<file path="src/rtl/spi_tx_arbiter.sv">
// spi_tx_arbiter
// Round-robin scheduler that shares one DW-bit SPI transmit engine among
// N_REQ requesters. It latches the winner's word, pulses tx_start, waits for
// tx_done (or a watchdog timeout), acks the requester, then holds a minimum
// idle gap before the next arbitration.
//
// Ports:
//   clk       rising-edge system clock
//   reset     synchronous, active-low reset
//   req       per-requester request level
//   req_data  packed request words, requester i at [i*DW +: DW]
//   ack       one-cycle pulse on the served requester when its frame completes
//   err       one-cycle pulse when the watchdog aborts a frame
//   busy      high whenever the FSM is not idle
//   grant_id  index of the requester currently or last served
//   tx_start  one-cycle start pulse to the engine
//   tx_data   word for the engine, stable from tx_start until the next grant
//   tx_done   one-cycle end-of-frame pulse from the engine
module spi_tx_arbiter #(
  parameter int N_REQ   = 4,
  parameter int DW      = 16,
  parameter int GAP     = 2,
  parameter int TIMEOUT = 64
) (
  input  logic                     clk,
  input  logic                     reset,
  input  logic [N_REQ-1:0]         req,
  input  logic [N_REQ*DW-1:0]      req_data,
  output logic [N_REQ-1:0]         ack,
  output logic                     err,
  output logic                     busy,
  output logic [$clog2(N_REQ)-1:0] grant_id,
  output logic                     tx_start,
  output logic [DW-1:0]            tx_data,
  input  logic                     tx_done
);

  localparam int IW    = $clog2(N_REQ);
  localparam int TW    = $clog2(TIMEOUT);
  localparam int GAP_N = (GAP < 1) ? 1 : GAP;
  localparam int GW    = $clog2(GAP_N + 1);

  typedef enum logic [1:0] {S_IDLE, S_START, S_WAIT, S_GAP} state_t;

  state_t            state, state_nxt;
  logic [IW-1:0]     last_grant;
  logic [IW-1:0]     sel_idx;
  logic              sel_found;
  logic [TW-1:0]     timer;
  logic [GW-1:0]     gap_cnt;
  logic              done_hit;
  logic              to_hit;
  logic [N_REQ-1:0]  ack_nxt;

  // Round-robin pick: first set req bit searching upward from last_grant+1.
  always_comb begin
    int cand;
    cand      = 0;
    sel_found = 1'b0;
    sel_idx   = '0;
    for (int i = 1; i <= N_REQ; i++) begin
      cand = (int'(last_grant) + i) % N_REQ;
      if (!sel_found && req[IW'(cand)]) begin
        sel_found = 1'b1;
        sel_idx   = IW'(cand);
      end
    end
  end

  // Next-state and pulse decode. tx_done is only looked at in WAIT, and it
  // takes priority over the watchdog limit in the same cycle.
  always_comb begin
    state_nxt = state;
    done_hit  = 1'b0;
    to_hit    = 1'b0;
    ack_nxt   = '0;
    case (state)
      S_IDLE:  if (sel_found) state_nxt = S_START;
      S_START: state_nxt = S_WAIT;
      S_WAIT: begin
        if (tx_done) begin
          done_hit          = 1'b1;
          ack_nxt[grant_id] = 1'b1;
          state_nxt         = S_GAP;
        end else if (timer == TW'(TIMEOUT - 1)) begin
          to_hit    = 1'b1;
          state_nxt = S_GAP;
        end
      end
      S_GAP:   if (gap_cnt == GW'(GAP_N - 1)) state_nxt = S_IDLE;
      default: state_nxt = S_IDLE;
    endcase
  end

  always_ff @(posedge clk) begin
    if (!reset) begin
      state      <= S_IDLE;
      ack        <= '0;
      err        <= 1'b0;
      tx_data    <= '0;
      grant_id   <= '0;
      timer      <= '0;
      gap_cnt    <= '0;
      last_grant <= IW'(N_REQ - 1);
    end else begin
      state <= state_nxt;
      ack   <= ack_nxt;
      err   <= to_hit;
      case (state)
        S_IDLE: begin
          // req_data is captured only here; later changes are ignored.
          if (sel_found) begin
            tx_data  <= req_data[int'(sel_idx)*DW +: DW];
            grant_id <= sel_idx;
          end
        end
        S_START: timer <= '0;
        S_WAIT: begin
          if (done_hit || to_hit) begin
            last_grant <= grant_id;
            gap_cnt    <= '0;
          end else begin
            // Never wraps: WAIT exits at TIMEOUT-1 at the latest.
            timer <= timer + TW'(1);
          end
        end
        S_GAP:   gap_cnt <= gap_cnt + GW'(1);
        default: ;
      endcase
    end
  end

  assign tx_start = (state == S_START);
  assign busy     = (state != S_IDLE);

endmodule

</file>
<file path="config.mk">
export PLATFORM = sky130hd
export DESIGN_NAME = spi_tx_arbiter
export DESIGN_NICKNAME = d
export VERILOG_FILES = /design/src/rtl/spi_tx_arbiter.sv
export SDC_FILE = /design/constraint.sdc
export NUM_CORES = 1
export LEC_CHECK = 0
export CORE_UTILIZATION = 35
export CTS_CLUSTER_SIZE = 12
export DETAILED_ROUTE_END_ITERATION = 8
export HOLD_SLACK_MARGIN = 0.02
export PLACE_DENSITY_LB_ADDON = 0.12
export SYNTH_ARGS = -nofsm -noshare
export SYNTH_HDL_FRONTEND = slang
export SYNTH_SLANG_ARGS = --single-unit
</file>
<file path="constraint.sdc">
create_clock -name clk -period 1.5 [get_ports clk]
set_input_delay 0.3 -clock clk [delete_from_list [all_inputs] [get_ports clk]]
set_output_delay 0.3 -clock clk [all_outputs]
set_load 0.01 [all_outputs]
</file>
==> run_results.csv <==
group,metric,value,unit
clocking,cts_buffers,5,
final_layout,final_common_cell,"clkdlybuf4s50_1",
pwr,p_sw,1700,uW
timing,period_needed,1.62,ns
logic_synthesis,netlist_instances,207,
logic_synthesis,yosysSeqAreaShare,35.2,%
pwr,p_int,3250,uW
clocking,clockRootBuffer,"clkbuf_8",
logic_synthesis,synth_top_area_share,35.2,%
route,num_vias,1991,
final_layout,fillers,437,
critical_path,worst_setup_path_start_kind,"input pin",
floorplan,die_x,77.4,um
pwr,p_per_area,1310,nW/um^2
critical_path,ff2ff_setup_slack,-0.11,ns
timing,relSlewSlack,79.7,%
hold_path,hold_depth,1,
critical_path,reg2reg_depth,7,
global_routing,grt_max_degree,19,
timing,holdWs,0.463,ns
timing,fin_ws,-0.120,ns
logic_synthesis,ys_async_sr_fraction,0,%
clocking,cts_tree,"done",
logic_synthesis,synth_area,1990,um^2
clocking,clockBufferDepth,2,
logic_synthesis,yosys_warnings,0,
logic_synthesis,ys_types,43,
timing,tns,-1.66,ns
timing,clock_skew,0.00865,ns
final_layout,multi_input_area,1470,um^2
critical_path,crit_end,"tx_data[1]$_SDFFE_PN0P_",
route,drt_iter0_drc,52,
logic_synthesis,synth-seq-cells,35,
timing,fmax,617,MHz
route,dr.pass1.iters,6,
logic_synthesis,syn_nets,284,
clocking,clk_pin_slew_worst_paths,0.08,ns
pwr,p_leak,0.00161,uW
timing,rsz0062_at_grt,"yes",
critical_path,r2r-end,"tx_data[1]$_SDFFE_PN0P_",
route,wl_per_cell,14.6,um
floorplan,die_area,5990,um^2
placement,dp.cells,394,
placement,port_buffers,95,
floorplan,num_rows,27,
placement,post-place-ws,-0.620,ns
flow_run,maxCapViolations,0,
route,routed_wl,5.98,mm
clocking,cts_sinks,35,
global_routing,grt-ovfl-total,0,
timing,worst_pin_slew,0.301,ns
critical_path,crit_fanout,10,
logic_synthesis,synth.top_cells.by_area,"dfxtp_1 35%, mux2i_1 17%, o221ai_2 9.1%, nand2_1 4.5%, ha_1 3.8%",
pwr,irDropWorstVdd,0.805,mV
critical_path,worst_setup_path_end_kind,"flop",
hold_path,hp-class,"reg2reg",
logic_synthesis,synth_edf_count,0,
floorplan,core_area,5510,um^2
logic_synthesis,synth_top_cell_by_area,"dfxtp_1",
route,ant_nets,0,
pwr,share_comb_of_total_power,56.0,%
global_routing,antenna_found_initial,0,
critical_path,path_class,"in2reg",
placement,place_hpwl,4.15,mm
final_layout,area_delta_synth_final,90.1,%
run_status,violations,"negative setup slack",
pwr,p_seq_share,26.5,%
final_layout,num_antenna_cells,0,
route,drc,0,
critical_path,crit_arrival,1.78,ns
final_layout,final_cells,409,
floorplan,initial_core_util,36.2,%
critical_path,crit_path_start,"req[1]",
floorplan,die_h,77.4,um
global_routing,grt_usage,20.3,%
final_layout,drive_above_1_share,32.9,%
logic_synthesis,avgSynthCellArea,9.62,um^2
timing,finalSetupViolations,19,
critical_path,crit_required,1.66,ns
timing,finalCritPeriodShare,108,%
logic_synthesis,synth_ff_type,"dfxtp_1",
placement,place.gp.congestion,0.794,
global_routing,first_global_vias,1950,
timing,maxSlewViolCount,0,
clocking,insertion_delay,0.29,ns
final_layout,final-seq-area,712,um^2
critical_path,r2r-start,"last_grant[0]$_SDFFE_PN1P_",
pwr,netSwitchingFraction,34.4,%
critical_path,cpPeakStageDelay,0.25,ns
critical_path,crit_path_cell_trace,"dlygate4sd2_1 -> buf_4 -> nor2_2 -> nor3_2 -> a211oi_4 -> buf_6 -> buf_16 -> mux2i_1 -> o221ai_2",
global_routing,grt_pass1_wl,9.51,mm
route,vias_per_cell,4.87,
critical_path,crit_slowest_cell,"dlygate4sd2_1",
pwr,clkPwrFrac,17.4,%
floorplan,pin_count,96,
final_layout,most-common-layout-cells,"78 x clkdlybuf4s50_1, 28 x dfxtp_1, 25 x buf_4, 24 x nand2_1, 17 x mux2i_1",
timing,hold_violations,0,
final_layout,final_nets,413,
run_status,outcome,"finished, violations left",
clocking,htree_num_levels,2,
## power groups by stage
stage / Clock, uW / Combinational (uW) / Sequential [uW]
5_1_grt: 946 / 2990 / 1340
2_1_floorplan: 0 / 1070 / 1390
4_1_cts: 899 / 2650 / 1300
3_3_place_gp: 0 / 2290 / 1300
3_5_place_dp: 0 / 2320 / 1300
6_report: 864 / 2780 / 1310
## cells by family after synthesis
| logic type | share of synthesized area [%] |
|---|---|
| multiplexers | 17.1 |
| XOR/XNOR | 0.880 |
| buffers and inverters | 5.66 |
| adder cells (fa/ha/maj) | 3.77 |
| AO/OA/AOI/OAI | 19.9 |
| flip-flops | 35.2 |
| AND/OR/NAND/NOR | 17.5 |
## layout make-up
class                           instances  share of cell area (%)
Multi-Input combinational cell        152                    38.9
Timing Repair Buffer                  132                    35.9
Sequential cell                        35                    18.8
Tap cell                               72                    2.38
Clock buffer                            5                    1.82
Clock inverter                          3                    1.16
Inverter                               10                   0.992
## Yosys cell counts (all sizes together), types with 6 or more instances
master / number
nor2: 12
inv: 10
and2: 6
dfxtp: 35
nor3: 6
nand2: 24
mux2i: 34
nand2b: 6
ha: 6
o21ai: 9
buf: 8
o221ai: 15
## routing by layer
metal	share of wire (%)	up-vias	GRT usage, %
met2	51	47	34.5
met4	1.1	0	6.79
met1	43	925	25.6
met5	0	-	0
li1	-	1014	-
met3	4.9	5	3.88
## worst max-delay path, delay by kind of cell
kind,cells,cell delay [ns]
compound gates,2,0.36
mux,1,0.22
simple gates,2,0.16
buf+inv,4,0.72
## flip-flops by register name, summed over array words and instances, names as in the netlist
signal and flops:
gap_cnt 2, last_grant 2, tx_data 16, grant_id 2, state 2, ack 4
timer 6, err 1
## worst min path at each step
| stage | start | to |
|---|---|---|
| after floorplan | tx_done | ack[0]$_SDFF_PN0_ |
| after global placement | tx_data[13]$_SDFFE_PN0P_ | tx_data[13]$_SDFFE_PN0P_ |
| after detailed placement | tx_data[14]$_SDFFE_PN0P_ | tx_data[14]$_SDFFE_PN0P_ |
| after CTS | grant_id[0]$_SDFFE_PN0P_ | ack[2]$_SDFF_PN0_ |
| after global routing | grant_id[0]$_SDFFE_PN0P_ | ack[2]$_SDFF_PN0_ |
| final | grant_id[0]$_SDFFE_PN0P_ | ack[2]$_SDFF_PN0_ |
## through the flow
step / instance area (um^2) / total power [uW] / utilization [%]
after floorplan: 2010 / 2470 / -
after global placement: 3230 / 3590 / 58.7
after detailed placement: 3230 / 3630 / 58.7
after CTS: 3600 / 4850 / 65.4
after global routing: 3780 / 5270 / 68.7
final: 3780 / 4950 / 68.7
## what timing repair did
action | CTS | global route
setup endpoints to repair | 32 | 37
setup buffers | 3 | 1
hold buffers | 0 | 0
cloned | 3 | 0
resized for setup | 60 | 38
endpoints found under the hold margin | 0 | 0
pin swaps | 9 | 5
Note: power is estimated with default switching activity, not from simulation.
